<file path="src/rtl/factor_pkg.sv">
// Shared constants for the factorization quiz: display state codes, candidate
// codes, primes per candidate and the divisibility lookup used to judge answers.
package factor_pkg;

   typedef enum logic [3:0] {
      ST_READY    = 4'b0010,
      ST_QUESTION = 4'b0011,
      ST_INPUT    = 4'b0100,
      ST_DRAW     = 4'b0110,
      ST_WRONG    = 4'b0111,
      ST_GOOD     = 4'b1000,
      ST_OUCH     = 4'b1001,
      ST_WIN      = 4'b1010,
      ST_LOSE     = 4'b1011
   } state_e;

   localparam logic [3:0] DIN_NONE = 4'd0;
   localparam logic [3:0] DIN_P2   = 4'd1;
   localparam logic [3:0] DIN_P3   = 4'd2;
   localparam logic [3:0] DIN_P5   = 4'd3;
   localparam logic [3:0] DIN_P7   = 4'd4;

   localparam logic [3:0] PRIME_OF_CODE [5] = '{4'd0, 4'd2, 4'd3, 4'd5, 4'd7};

   localparam logic [6:0] SCORE_MAX = 7'd99;

   // Row = candidate code - 1, bit = question - 2; set where the prime divides it.
   localparam logic [7:0] DIVIDES_LUT [4] = '{8'h55, 8'h92, 8'h08, 8'h20};

   function automatic logic prime_divides(input logic [3:0] din, input logic [3:0] que);
      logic [1:0] code_idx;
      logic [2:0] que_idx;
      code_idx = 2'(din - 4'd1);
      que_idx  = 3'(que - 4'd2);
      if (din == DIN_NONE || din > DIN_P7 || que < 4'd2 || que > 4'd9) begin
         return 1'b0;
      end
      return DIVIDES_LUT[code_idx][que_idx];
   endfunction

endpackage

</file>
<file path="src/rtl/factor_game_ctrl_btn_edge.sv">
// Rising-edge detector for one synchronized push-button level; the press pulse
// is registered so downstream logic sees a clean one-cycle strobe.
module btn_edge (
   input  logic clk_i,
   input  logic rst_i,
   input  logic btn_i,
   output logic press_o
);

   logic dly_q;
   logic press_q;

   // Delayed copy clears on reset, so a button held through reset yields one press.
   always_ff @(posedge clk_i) begin
      if (rst_i) begin
         dly_q   <= 1'b0;
         press_q <= 1'b0;
      end else begin
         dly_q   <= btn_i;
         press_q <= btn_i & ~dly_q;
      end
   end

   assign press_o = press_q;

endmodule

</file>
<file path="src/rtl/factor_game_ctrl.sv">
// Factorization quiz controller: question LFSR, shared phase timer, answer
// judging and saturating score driving the STATE/QUE/DIN display bus.
module factor_game_ctrl
   import factor_pkg::*;
#(
   parameter int QUE_CYCLES    = 50000000,
   parameter int INPUT_CYCLES  = 250000000,
   parameter int RESULT_CYCLES = 100000000,
   parameter int TMR_W         = 28
) (
   input  logic       CLK,
   input  logic       RST,
   input  logic       BTN_START,
   input  logic       BTN_NEXT,
   input  logic       BTN_OK,
   output logic [3:0] STATE,
   output logic [3:0] QUE,
   output logic [3:0] DIN,
   output logic [6:0] SCORE
);

   localparam logic [TMR_W-1:0] QUE_LAST    = TMR_W'(QUE_CYCLES - 1);
   localparam logic [TMR_W-1:0] INPUT_LAST  = TMR_W'(INPUT_CYCLES - 1);
   localparam logic [TMR_W-1:0] RESULT_LAST = TMR_W'(RESULT_CYCLES - 1);

   logic [2:0] btn_raw;
   logic [2:0] press;
   logic       press_start;
   logic       press_next;
   logic       press_ok;
   logic       ok_valid;

   state_e           state_q, state_d;
   logic [TMR_W-1:0] timer_q, timer_d;
   logic [3:0]       que_q, que_d;
   logic [3:0]       din_q, din_d;
   logic [6:0]       score_q, score_d;
   logic [7:0]       lfsr_q;

   assign btn_raw = {BTN_OK, BTN_NEXT, BTN_START};

   generate
      for (genvar gi = 0; gi < 3; gi++) begin : g_btn
         btn_edge u_btn_edge (
            .clk_i   (CLK),
            .rst_i   (RST),
            .btn_i   (btn_raw[gi]),
            .press_o (press[gi])
         );
      end
   endgenerate

   assign press_start = press[0];
   assign press_next  = press[1];
   assign press_ok    = press[2];
   assign ok_valid    = press_ok && (din_q != DIN_NONE);

   // Free-running x^8+x^6+x^5+x^4+1 sequence; seeded non-zero so it never locks up.
   always_ff @(posedge CLK) begin
      if (RST) begin
         lfsr_q <= 8'h01;
      end else begin
         lfsr_q <= {lfsr_q[6:0], lfsr_q[7] ^ lfsr_q[5] ^ lfsr_q[4] ^ lfsr_q[3]};
      end
   end

   always_ff @(posedge CLK) begin
      if (RST) begin
         state_q <= ST_READY;
         timer_q <= '0;
         que_q   <= 4'd0;
         din_q   <= DIN_NONE;
         score_q <= 7'd0;
      end else begin
         state_q <= state_d;
         timer_q <= timer_d;
         que_q   <= que_d;
         din_q   <= din_d;
         score_q <= score_d;
      end
   end

   always_comb begin
      state_d = state_q;
      timer_d = timer_q;
      que_d   = que_q;
      din_d   = din_q;
      score_d = score_q;
      case (state_q)
         ST_READY: begin
            if (press_start) begin
               que_d   = {1'b0, lfsr_q[2:0]} + 4'd2;
               din_d   = DIN_NONE;
               timer_d = '0;
               state_d = ST_QUESTION;
            end
         end
         ST_QUESTION: begin
            if (timer_q == QUE_LAST) begin
               timer_d = '0;
               state_d = ST_INPUT;
            end else begin
               timer_d = timer_q + 1'b1;
            end
         end
         ST_INPUT: begin
            timer_d = timer_q + 1'b1;
            // A valid OK beats both a simultaneous NEXT and the timeout.
            if (ok_valid) begin
               timer_d = '0;
               if (prime_divides(din_q, que_q)) begin
                  state_d = ST_GOOD;
                  if (score_q < SCORE_MAX) begin
                     score_d = score_q + 7'd1;
                  end
               end else begin
                  state_d = ST_WRONG;
               end
            end else begin
               if (timer_q == INPUT_LAST) begin
                  timer_d = '0;
                  state_d = ST_OUCH;
               end
               if (press_next) begin
                  din_d = (din_q == DIN_P7) ? DIN_P2 : din_q + 4'd1;
               end
            end
         end
         ST_GOOD, ST_WRONG, ST_OUCH: begin
            if (timer_q == RESULT_LAST) begin
               timer_d = '0;
               din_d   = DIN_NONE;
               state_d = ST_READY;
            end else begin
               timer_d = timer_q + 1'b1;
            end
         end
         default: begin
            timer_d = '0;
            din_d   = DIN_NONE;
            state_d = ST_READY;
         end
      endcase
   end

   always_comb begin
      STATE = state_q;
      QUE   = que_q;
      DIN   = din_q;
      SCORE = score_q;
   end

endmodule

</file>
<file path="config.mk">
export PLATFORM = sky130hd
export DESIGN_NAME = factor_game_ctrl
export DESIGN_NICKNAME = d
export VERILOG_FILES = /design/src/rtl/factor_pkg.sv /design/src/rtl/factor_game_ctrl_btn_edge.sv /design/src/rtl/factor_game_ctrl.sv
export SDC_FILE = /design/constraint.sdc
export NUM_CORES = 1
export LEC_CHECK = 0
export CELL_PAD_IN_SITES_DETAIL_PLACEMENT = 0
export CELL_PAD_IN_SITES_GLOBAL_PLACEMENT = 1
export CORE_MARGIN = 2
export CORE_UTILIZATION = 35
export CTS_BUF_LIST = sky130_fd_sc_hd__clkbuf_2 sky130_fd_sc_hd__clkbuf_4 sky130_fd_sc_hd__clkbuf_8
export DETAILED_ROUTE_END_ITERATION = 10
export MAX_ROUTING_LAYER = met4
export PLACE_DENSITY = 0.65
export SETUP_SLACK_MARGIN = 0.2
export SLEW_MARGIN = 20
export SYNTH_ARGS = -nofsm -noshare
export SYNTH_HDL_FRONTEND = slang
export SYNTH_HIERARCHICAL = 1
export SYNTH_SLANG_ARGS = --single-unit
</file>
<file path="constraint.sdc">
create_clock -name CLK -period 6.6 [get_ports CLK]
set_input_delay 0.99 -clock CLK [delete_from_list [all_inputs] [get_ports CLK]]
set_output_delay 0.99 -clock CLK [all_outputs]
set_load 0.02 [all_outputs]
</file>
# After elaboration in Yosys (flattened, before gate mapping)
# Index checks and enable logic that the tools add are counted.
# classes
add_sub_neg	6
mul	0
div_mod_pow	0
magnitude_cmp	6
eq_ne	16
n_shift	0
mux	31
bitwise_logic	11
n_reduce_logical	11
# op_table
cell	n
28-bit 2-to-1 mux	5
28-bit one-hot mux with 4 select lines	1
4-bit 2-to-1 mux	11
4-bit one-hot mux with 4 select lines	2
28-bit by 1-bit adder with 28-bit output, second input constant	1
28-bit by 26-bit == test with 1-bit output, second input constant	1
28-bit by 27-bit == test with 1-bit output, second input constant	1
28-bit == test, second input constant	1
8-bit binary-select mux with 2-bit select	1
8-bit 2-to-1 mux	2
4-bit by 3-bit == test with 1-bit output, second input constant	3
4-bit by 2-bit == test with 1-bit output, second input constant	2
4-bit == test, second input constant	2
1-bit 2-to-1 mux	8
4-bit AND reduction	2
7-bit by 1-bit adder with 7-bit output, second input constant	1
7-bit less-than comparator, second input constant	1
2-bit != test, second input constant	3
5-bit AND reduction	1
3-bit by 2-bit adder with 4-bit output, second input constant	1
4-bit by 1-bit adder with 4-bit output, second input constant	1
4-bit by 3-bit greater-than comparator with 1-bit output, second input constant	1
4-bit greater-than comparator, second input constant	1
4-bit zero test	1
other kinds (17)	27
# word_totals
regBits	61
latch_bits	0
ram_bits	0
mem_bits_ro	0
inputBits	5
output_inout_bits	19
elab_cells	93
memories	0

# Logic depth before layout (Yosys ltp)
# Gate-level depths: netlist of run 1.
# logic_depth
word_depth	13
ltp_mapped	9
ltp_nobuf	8

# Modules after synthesis
# The synthesis of run 1 kept the hierarchy.
# modules_own_cells
mod	instances	cells_per_inst	area_per_inst_um2	seq_area_each_um2
factor_game_ctrl	1	333	2856.5	1101.1
btn_edge	3	4	58.8	40.0

# Least setup slack after synthesis of run 1
# OpenSTA, ideal clock, no wires.
# synth_path
path_type	flip-flop to flip-flop
start	register din_q[0], in the netlist DIN[0]
end	register score_q[4], in the netlist SCORE[4]
setup_time_ns	0.132
arrival_ns	2.349
required_time_ns	6.468
path_slack_ns	4.119
path_stages_with_launch	9
path_buffers	0
period_less_slack_ns	2.481
cell_sequence	dfxtp_1 inv_1 ha_1 xor2_1 a2111oi_0 nand2b_1 nor4b_1 a31o_2 a21oi_1
# synth_via
elab_chain_len	11
elab_cells_between_ends	21
classes_between	add/sub: 1; order compare: 1; mux: 11; bitwise: 1; reduce/logical: 7
# synth_rtl
element	line_no	source
from (decl)	factor_game_ctrl.sv:36	logic [3:0] din_q, din_d;
from (signal assigned)	factor_game_ctrl.sv:78	din_q <= din_d;
2-bit by 1-bit subtractor with 2-bit output (tied with other cells)	factor_pkg.sv:33	code_idx = 2'(din - 4'd1);
2-bit NOT with 3-bit output (not written as such) / 1-bit logical OR (equally long branches)	factor_pkg.sv:38, factor_pkg.sv:35	
8-bit binary-select mux with 2-bit select / 1-bit logical OR (equally long branches)	factor_pkg.sv:38, factor_pkg.sv:35	
8-bit 2-to-1 mux (not written as such) / 1-bit logical OR (equally long branches)	factor_pkg.sv:38, factor_pkg.sv:35	
8-bit 2-to-1 mux (not written as such) / 1-bit 2-to-1 mux (equally long branches)	factor_pkg.sv:38, factor_pkg.sv:35	
1-bit binary-select mux with 3-bit select / 1-bit 2-to-1 mux (equally long branches)	factor_pkg.sv:38, factor_game_ctrl.sv:109	
1-bit 2-to-1 mux, on equally long branches	factor_pkg.sv:38, factor_game_ctrl.sv:89	
1-bit 2-to-1 mux	factor_pkg.sv:38	return DIVIDES_LUT[code_idx][que_idx];
1-bit 2-to-1 mux	factor_game_ctrl.sv:109	if (ok_valid) begin
1-bit 2-to-1 mux	factor_game_ctrl.sv:89	case (state_q)
4-bit AND reduction (no line) (*)	n/a	
to (signal assigned)	factor_game_ctrl.sv:79	score_q <= score_d;
to (decl)	factor_game_ctrl.sv:37	logic [6:0] score_q, score_d;
# Mark *: on every way between the ends. The rest lies on a longest branch, timed or not. The select of a mux whose other input is x is not followed.
# A chain may end at the register's enable or synchronous reset.

# Worst setup path after layout of run 1
# layout_path
start	register timer_q[0]
end	register state_q[1], in the netlist STATE[1]
# layout_via
elab_chain_len	3
elab_cells_between_ends	7
classes_between	eq/ne: 6; reduce/logical: 1
# layout_rtl
element	line_no	source
from (decl)	factor_game_ctrl.sv:34	logic [TMR_W-1:0] timer_q, timer_d;
from (signal assigned)	factor_game_ctrl.sv:76	timer_q <= timer_d;
28-bit == test (tied with other cells)	factor_game_ctrl.sv:120	if (timer_q == INPUT_LAST) begin
3-bit != test (no line) / 2-bit != test (equally long branches)	n/a	
4-bit AND reduction (no line) (*)	n/a	
to (signal assigned)	factor_game_ctrl.sv:75	state_q <= state_d;
to (decl)	factor_game_ctrl.sv:33	state_e state_q, state_d;
# Mark *: on every way between the ends. The rest lies on a longest branch, timed or not.

==> flow_summary.yaml, run 1 <==
run_status:
  status: "completed"
critical_path:
  critPathCaptureType: "flip-flop"
  reg2reg_from: "timer_q[0]$_SDFFE_PP0P_"
  setup.worst_path.start: "timer_q[0]$_SDFFE_PP0P_"
  critical_path_arrival_ns: 3.08
  critical_path_class: "reg -> reg"
  endpoint: "STATE[1]$_SDFFE_PP1P_"
  cpPeakStageDelay_ns: 0.65
  reg2reg_depth: 7
  crit_slowest_cell: "or4_4"
  start_kind: "flip-flop"
  reg2reg_to: "STATE[1]$_SDFFE_PP1P_"
  cp.required_ns: 6.83
  crit_path_cell_trace: "ha_1 > nand4_1 > or4_4 > o211ai_2 > nand3_1 > o21a_1 > a311o_1"
  path_max_fanout: 11
  r2r_slack_ns: 3.74
power:
  p_leak_nw: 1.20
  p_sw_mw: 0.293
  p_comb_share_pct: 18.9
  peakVddDrop_v: 0.000109
  p_int_mw: 0.664
  p_clk_share_pct: 39.0
  power_mw: 0.957
  power_density_nw_per_um2: 265
  p_sw_share_pct: 30.6
  pwr-share-seq_pct: 42.2
synth:
  synth-seq-cells: 61
  syn_area_per_cell_um2: 8.79
  synth_most_common_cell: "dfxtp_1"
  synth_ff_type: "dfxtp_1"
  yosysSeqAreaShare_pct: 40.3
  synthCells: 345
  async_reset_ff_share_pct: 0
  syn-num-nets: 359
  netlist_top_cells_count: "dfxtp_1 (61), nor2_1 (39), nand2_1 (25)"
  synth_area_leader_cell: "dfxtp_1"
  netlist_area_um2: 3030
  ys_warn_count: 6
  synth_edf_count: 0
  yosys.cell_types.count: 56
  synth.area.top_cells: "dfxtp_1 (40%), nor2_1 (4.8%), ha_1 (3.7%), xnor2_1 (3.2%), xor2_1 (3.2%)"
  synth_top_area_share_pct: 40.3
clock_tree:
  cts-resized-gates: 0
  post_cts_buffers: 0
  cts_sinks: 61
  cts.path.max_buffers: 2
  cts_root_buffer: "clkbuf_8"
  ctsHtreeMaxLevel: 3
  cts_hold_buf: 0
  clock_latency_ns: 0.34
  cts_tree: "built"
  path_clk_slew_ns: 0.07
  cts_made_buffers: 9
final_layout:
  final_area_um2: 3610
  antennaDiodeCount: 0
  area_delta_synth_final_pct: 19.0
  final_util_pct: 43.5
  layout-drive-gt1-share_pct: 8.99
  final-instance-count-excl-fill: 483
  layout.nets: 387
timing:
  hold_viol_final: 0
  tns_ns: 0
  rsz0062_at_grt: "false"
  period_minus_slack_ns: 2.86
  tightestPinTransition_ns: 0.733
  finClkSkew_ns: 0.00682
  setup_violations: 0
  timing.final.ws_setup_ns: 3.74
  max_freq_mhz: 350
  hold_ws_ns: 0.412
  relSlewSlack_pct: 51.1
  maxSlewViolCount: 0
  fin_crit_sh_pct: 43.3
floorplan:
  die_h_um: 97.1
  row_count: 33
  fp.dieW_um: 97.1
  die-area_um2: 9430
  start_util_pct: 36.5
  core_area_um2: 8300
  pin_count: 24
drt:
  finalWirelength_mm: 7.06
  wl_per_cell_um: 14.6
  antenna_left: 0
  drt-pass1-iter-count: 4
  vias: 2597
  drc_errors: 0
  drt_iter0_drc: 116
  via_per_inst: 5.38
grt:
  grt_remaining_overflow: 0
  grt_pass1_wl_mm: 12.0
  antenna_found_initial: 0
  grt_usage_pct: 15.9
  grt_pass1_vias: 2530
  grt_max_degree: 40
placement:
  preCtsSetupSlack_ns: 3.80
  dpl.hpwl_mm: 4.88
  io_buffers: 23
  place_area_um2: 3390
  dpl.cell_count: 467
  place.gp.congestion: 0.769
min_path:
  min_path_type: "reg -> reg"
job:
  max-cap-violations: 0
## sequential cells by signal, indices dropped and copies added (netlist names)
register	flops
DIN	4
QUE	4
SCORE	7
STATE	4
g_btn.u_btn_edge/dly_q	3
g_btn.u_btn_edge/press_o	3
lfsr_q	8
timer_q	28
## cells by family (layout without fill, tap and decap cells)
group / after synthesis / count (layout) / share of synthesized area, %
AO/OA/AOI/OAI: 63 / 63 / 14.1
XOR/XNOR: 22 / 22 / 6.35
adder cells (fa/ha/maj): 9 / 9 / 3.71
buffers and inverters: 19 / 52 / 2.48
flip-flops: 61 / 61 / 40.3
multiplexers: 8 / 8 / 2.72
AND/OR/NAND/NOR: 163 / 163 / 30.4
## worst min-delay path by stage
stage / from / endpoint / slack (ns) / cells after the start
detailed placement: g_btn[0].u_btn_edge/dly_q$_SDFF_PP0_ / g_btn[0].u_btn_edge/press_o$_SDFF_PP0_ / 0.40 / 1
global placement: g_btn[0].u_btn_edge/dly_q$_SDFF_PP0_ / g_btn[0].u_btn_edge/press_o$_SDFF_PP0_ / 0.40 / 1
finish: g_btn[1].u_btn_edge/dly_q$_SDFF_PP0_ / g_btn[1].u_btn_edge/press_o$_SDFF_PP0_ / 0.41 / 1
global route: g_btn[2].u_btn_edge/dly_q$_SDFF_PP0_ / g_btn[2].u_btn_edge/press_o$_SDFF_PP0_ / 0.43 / 1
CTS: g_btn[1].u_btn_edge/dly_q$_SDFF_PP0_ / g_btn[1].u_btn_edge/press_o$_SDFF_PP0_ / 0.42 / 1
floorplan: g_btn[0].u_btn_edge/dly_q$_SDFF_PP0_ / g_btn[0].u_btn_edge/press_o$_SDFF_PP0_ / 0.39 / 1
## per-layer routing
metal,up-vias,global-route usage (%),part of all wire (%)
met2,46,25.4,46
met3,11,4.60,3.9
met4,0,4.88,1.2
li1,1317,-,-
met1,1223,19.5,49
met5,-,-,0
## worst max-delay path, delay by kind of cell (launching register included)
kind	cells	cell delay, ns
flops	1	0.40
compound gates	3	0.82
fa+ha+maj	1	0.26
simple gates	3	1.26
## cells in the final DEF (no fill, tap or decap), types with 9 or more instances in the layout
master,count
dfxtp_1,61
nor2_1,39
nand2_1,25
clkdlybuf4s50_1,23
nand3_1,19
a21oi_1,15
o21ai_0,14
nor2b_1,12
xor2_1,11
xnor2_1,11
nand4_1,10
ha_1,9
clkbuf_8,9
## power by group through the flow
stage | Sequential, mW | Clock [mW] | Combinational, mW
2_1_floorplan | 0.415 | 0 | 0.121
5_1_grt | 0.406 | 0.399 | 0.202
4_1_cts | 0.403 | 0.387 | 0.182
6_report | 0.404 | 0.373 | 0.181
3_3_place_gp | 0.412 | 0 | 0.180
3_5_place_dp | 0.412 | 0 | 0.181
## final cells by class
type / count / area, um^2
fill: 847 / 4690
multi-input combinational: 265 / 1740
sequential: 61 / 1220
timing repair buffer: 28 / 268
tap: 105 / 131
clock buffer: 9 / 124
clock inverter: 7 / 98.8
inverter: 8 / 30.0
Note: power is estimated with default switching activity, not from simulation.
==> run 2: changes to the inputs <==
- PLACE_DENSITY: 0.65 -> 0.67
- clock period: 6.6 -> 2.6 ns (I/O delays scaled with it)
==> run 2 against run 1 <==
Effect of this change: clock skew is 0.0012 ns higher; via count is 4.0% higher; core utilization is 2.5 points higher; setup slack worse by 3.6 ns; non-clock buffer count is 20 higher; global-route usage is 1.4 points higher; die area stayed put; cell count is 4.1% higher; register-to-register slack worse by 3.6 ns; sequential share of layout area is 1.6 points lower; combinational power grew to 3.2 times the previous value; critical endpoint is now DIN[3]$_SDFFE_PP0P_; largest cell class unchanged.
==> flow_summary.yaml, run 2 (same netlist as run 1, synthesis figures left out) <==
run_status:
  status: "completed"
power:
  p_leak_nw: 1.33
  power_density_nw_per_um2: 627
  peakVddDrop_v: 0.000328
  power_mw: 2.40
grt:
  grt_pass1_wl_mm: 12.9
  grt_remaining_overflow: 0
  grt_usage_pct: 17.3
  grt_max_degree: 19
  grt_pass1_vias: 2585
  antenna_found_initial: 0
placement:
  io_buffers: 23
  preCtsSetupSlack_ns: 0.117
  dpl.hpwl_mm: 5.21
  place_area_um2: 3490
  place.gp.congestion: 0.772
  dpl.cell_count: 480
final_layout:
  layout.nets: 407
  final_area_um2: 3820
  regArea_um2: 1230
  fillers: 810
  antennaDiodeCount: 0
  final_util_pct: 46.0
  area_delta_synth_final_pct: 25.9
  final_cell_mix: "dfxtp_1 (56), nor2_1 (38), nand2_1 (24)"
  layout-drive-gt1-share_pct: 17.6
  final-instance-count-excl-fill: 503
  final_common_cell: "dfxtp_1"
  largest_reg_flops: 28
  largest_register: "timer_q"
  multiInputGateArea_um2: 1830
critical_path:
  cp.required_ns: 2.89
  path_buf_inv: 0
  start_kind: "flip-flop"
  critical_path_class: "reg -> reg"
  crit_slowest_cell: "or4b_4"
  path_max_fanout: 5
  cpPeakStageDelay_ns: 0.52
  r2r_slack_ns: 0.18
  critPathCaptureType: "flip-flop"
  reg2reg_depth: 6
  setup.worst_path.start: "timer_q[8]$_SDFFE_PP0P_"
  endpoint: "DIN[3]$_SDFFE_PP0P_"
  critical_path_arrival_ns: 2.71
  crit_cells: 6
  reg2reg_from: "timer_q[8]$_SDFFE_PP0P_"
  crit_path_cell_trace: "or4b_4 > or4_4 > o21ai_4 > nand4_4 > or4_1 > a21oi_1"
  reg2reg_to: "DIN[3]$_SDFFE_PP0P_"
  critPathTopFamily: "simple AND/OR/NAND/NOR gates"
clock_tree:
  clock_latency_ns: 0.35
  cts.path.max_buffers: 2
  cts_sinks: 61
  ctsHtreeMaxLevel: 3
  cts_tree: "built"
  cts_hold_buf: 0
  cts_made_buffers: 9
  cts_root_buffer: "clkbuf_8"
  path_clk_slew_ns: 0.08
timing:
  relSlewSlack_pct: 51.6
  finClkSkew_ns: 0.00801
  fin_crit_sh_pct: 93.2
  hold_viol_final: 0
  hold_ws_ns: 0.410
  rsz0062_at_grt: "true"
  tightestPinTransition_ns: 0.718
  maxSlewViolCount: 0
  tns_ns: 0
  timing.final.ws_setup_ns: 0.176
  setup_violations: 0
  max_freq_mhz: 413
  period_minus_slack_ns: 2.42
drt:
  wl_per_cell_um: 15.2
  vias: 2700
  via_per_inst: 5.37
  finalWirelength_mm: 7.64
  drt-pass1-iter-count: 4
  antenna_left: 0
  drc_errors: 0
  drt_iter0_drc: 87
floorplan:
  die_h_um: 97.1
  start_util_pct: 36.5
  core_area_um2: 8300
  pin_count: 24
  die-area_um2: 9430
  fp.dieW_um: 97.1
  row_count: 33
job:
  max-cap-violations: 0
min_path:
  min_path_type: "reg -> reg"
[run 2: changes by cell type in the layout (fill, tap and decap cells not counted), moves of 3 or more]
cell	before	now
dfxtp_1	61	56
inv_6	1	4
buf_4	5	21
dfxtp_2	0	3
[run 2: how the worst min path moves through the flow]
stage                                         start                                endpoint  slack, ns  cells after the start
3_3_place_gp   g_btn[2].u_btn_edge/dly_q$_SDFF_PP0_  g_btn[2].u_btn_edge/press_o$_SDFF_PP0_       0.39                      1
6_report       g_btn[1].u_btn_edge/dly_q$_SDFF_PP0_  g_btn[1].u_btn_edge/press_o$_SDFF_PP0_       0.41                      1
2_1_floorplan  g_btn[0].u_btn_edge/dly_q$_SDFF_PP0_  g_btn[0].u_btn_edge/press_o$_SDFF_PP0_       0.39                      1
5_1_grt        g_btn[0].u_btn_edge/dly_q$_SDFF_PP0_  g_btn[0].u_btn_edge/press_o$_SDFF_PP0_       0.42                      1
3_5_place_dp   g_btn[2].u_btn_edge/dly_q$_SDFF_PP0_  g_btn[2].u_btn_edge/press_o$_SDFF_PP0_       0.40                      1
4_1_cts        g_btn[1].u_btn_edge/dly_q$_SDFF_PP0_  g_btn[1].u_btn_edge/press_o$_SDFF_PP0_       0.41                      1
[run 2: repair_timing]
item / CTS / global route
setup buffers: 1 / 3
gates cloned: 1 / 2
endpoints found under the setup margin: 26 / 36
endpoints found under the hold margin: 0 / 0
pin swaps: 2 / 3
resized for setup: 10 / 17
[run 2: metal layers]
metal | GRT usage (%) | wire length [um] | up-vias
met2 | 25.5 | 3550 | 34
met4 | 5.31 | 51 | 0
li1 | - | - | 1361
met5 | - | 0 | -
met3 | 5.18 | 250 | 4
met1 | 23.0 | 3790 | 1301
[run 2: report_power, final]
group,internal (mW),switching (mW)
Combinational,0.246,0.332
Clock,0.357,0.435
Sequential,0.975,0.0509
Total,1.58,0.818
[run 2: area by class of cell]
class	count	area share (%)
inverter	8	0.786
sequential	61	32.3
multi-input combinational	265	47.8
timing repair buffer	48	11.0
tap	105	3.44
clock buffer	9	3.24
clock inverter	7	1.44
==> run 3: changes to the inputs <==
- REMOVE_ABC_BUFFERS: unset -> 1
- SETUP_SLACK_MARGIN: 0.2 -> 0.1
==> run 3 against run 2 <==
Effect of this change: sequential cell count did not move; die area unchanged; via count down 2.0%; combinational power down 4.7%; core utilization decreased by 0.74 points; critical endpoint unchanged; largest power group unchanged.
==> flow_summary.yaml, run 3 (same netlist as run 1, synthesis figures left out) <==
final_layout:
  largest_register: "timer_q"
  final_common_cell: "dfxtp_1"
  final_cell_mix: "dfxtp_1 (59), nor2_1 (38), nand2_1 (25)"
  area_delta_synth_final_pct: 23.9
  layout.nets: 406
  final-instance-count-excl-fill: 502
  largest_reg_flops: 28
  fillers: 823
  antennaDiodeCount: 0
  layout-drive-gt1-share_pct: 15.1
grt:
  antenna_found_initial: 0
  grt_remaining_overflow: 0
  grt_pass1_wl_mm: 12.3
  grt_max_degree: 18
  grt_usage_pct: 16.4
  grt_pass1_vias: 2477
clock_tree:
  path_clk_slew_ns: 0.07
  cts_made_buffers: 9
  cts.path.max_buffers: 2
  cts_root_buffer: "clkbuf_8"
  clock_latency_ns: 0.34
  cts_hold_buf: 0
  cts_sinks: 61
  ctsHtreeMaxLevel: 3
  cts_tree: "built"
power:
  p_sw_mw: 0.720
  p_leak_nw: 1.31
  p_sw_share_pct: 30.3
  p_comb_share_pct: 23.2
  p_clk_share_pct: 33.6
  peakVddDrop_v: 0.000282
  pwr-share-seq_pct: 43.2
  power_density_nw_per_um2: 632
  p_int_mw: 1.66
floorplan:
  core_area_um2: 8300
  die-area_um2: 9430
  pin_count: 24
  start_util_pct: 36.5
  die_h_um: 97.1
  fp.dieW_um: 97.1
  row_count: 33
timing:
  period_minus_slack_ns: 2.44
  relSlewSlack_pct: 53.9
  max_freq_mhz: 410
  maxSlewViolCount: 0
  fin_crit_sh_pct: 93.8
  hold_viol_final: 0
  tightestPinTransition_ns: 0.689
  finClkSkew_ns: 0.00879
  setup_violations: 0
  timing.final.ws_setup_ns: 0.162
  rsz0062_at_grt: "true"
drt:
  drt_iter0_drc: 122
  drt-pass1-iter-count: 4
  vias: 2645
  finalWirelength_mm: 7.35
  wl_per_cell_um: 14.6
  drc_errors: 0
  via_per_inst: 5.27
  antenna_left: 0
placement:
  io_buffers: 23
  place.gp.congestion: 0.861
  preCtsSetupSlack_ns: 0.207
  dpl.hpwl_mm: 5.13
  dpl.cell_count: 481
critical_path:
  critical_path_arrival_ns: 2.71
  cp.required_ns: 2.88
  start_kind: "flip-flop"
  path_max_fanout: 5
  critical_path_class: "reg -> reg"
  critPathCaptureType: "flip-flop"
job:
  max-cap-violations: 0
run_status:
  status: "completed"
min_path:
  min_path_type: "reg -> reg"
==> run 3: cell types whose count changed in the layout (fill, tap and decap cells not counted), sizes merged <==
cell	change
inv	-4
buf	-1
clkbuf	+6
clkinvlp	-2
==> run 3: worst max-delay path, cell delays in order, from the launching register on <==
cell and delay [ns]:
dfxtp_1 0.36, or4b_1 0.51, or4_4 0.48, o21ai_4 0.26
nand4_4 0.15, or4_1 0.49, a21oi_1 0.12
==> run 3: power by group through the flow <==
| stage | combinational, mW | sequential (mW) | clock, mW |
|---|---|---|---|
| finish | 0.551 | 1.03 | 0.799 |
| global route | 0.606 | 1.03 | 0.870 |
| CTS | 0.495 | 1.02 | 0.834 |
| detailed placement | 0.494 | 1.04 | 0 |
| global placement | 0.492 | 1.04 | 0 |
| floorplan | 0.284 | 1.05 | 0 |
==> run 3: worst paths after layout <==
path / startpoint / endpoint / slack, ns / depth (start not counted)
worst max-delay path: timer_q[10]$_SDFFE_PP0P_ / DIN[3]$_SDFFE_PP0P_ / 0.16 / 6
worst min-delay path: g_btn[2].u_btn_edge/dly_q$_SDFF_PP0_ / g_btn[2].u_btn_edge/press_o$_SDFF_PP0_ / 0.40 / 1
worst max register to register: timer_q[10]$_SDFFE_PP0P_ / DIN[3]$_SDFFE_PP0P_ / 0.16 / 6
worst min register to register: g_btn[2].u_btn_edge/dly_q$_SDFF_PP0_ / g_btn[2].u_btn_edge/press_o$_SDFF_PP0_ / 0.40 / 1
==> run 3: per-stage QoR <==
stage	hold slack, ns	utilization, %	power (mW)	TNS [ns]	instance area, um^2
3_3_place_gp	0.393	42.1	1.53	0	3490
6_report	0.403	45.3	2.38	0	3760
2_1_floorplan	0.387	-	1.34	-2.60	2990
4_1_cts	0.406	44.3	2.35	0	3680
3_5_place_dp	0.400	42.1	1.54	0	3490
5_1_grt	0.413	45.3	2.51	0	3760
==> run 3: cell type report <==
cell class                 instances  area, um^2  area share, %
clock buffer                      15         181           4.83
clock inverter                     1        5.00          0.133
inverter                           8        30.0          0.799
multi-input combinational        265        1780           47.3
sequential                        61        1220           32.6
tap                              105         131           3.50
timing repair buffer              47         410           10.9
==> run 3: what timing repair did <==
| item | 4_1_cts | 5_1_grt |
|---|---|---|
| endpoints found under the setup margin | 0 | 24 |
| buffers inserted | 0 | 5 |
| resized for setup | 0 | 10 |
==> run 3: per-layer routing <==
| metal | track usage, % | vias up | wire [um] |
|---|---|---|---|
| met5 | - | - | 0 |
| met4 | 5.20 | 0 | 97 |
| met3 | 4.53 | 8 | 329 |
| met2 | 23.7 | 52 | 3350 |
| met1 | 22.2 | 1237 | 3570 |
| li1 | - | 1348 | - |
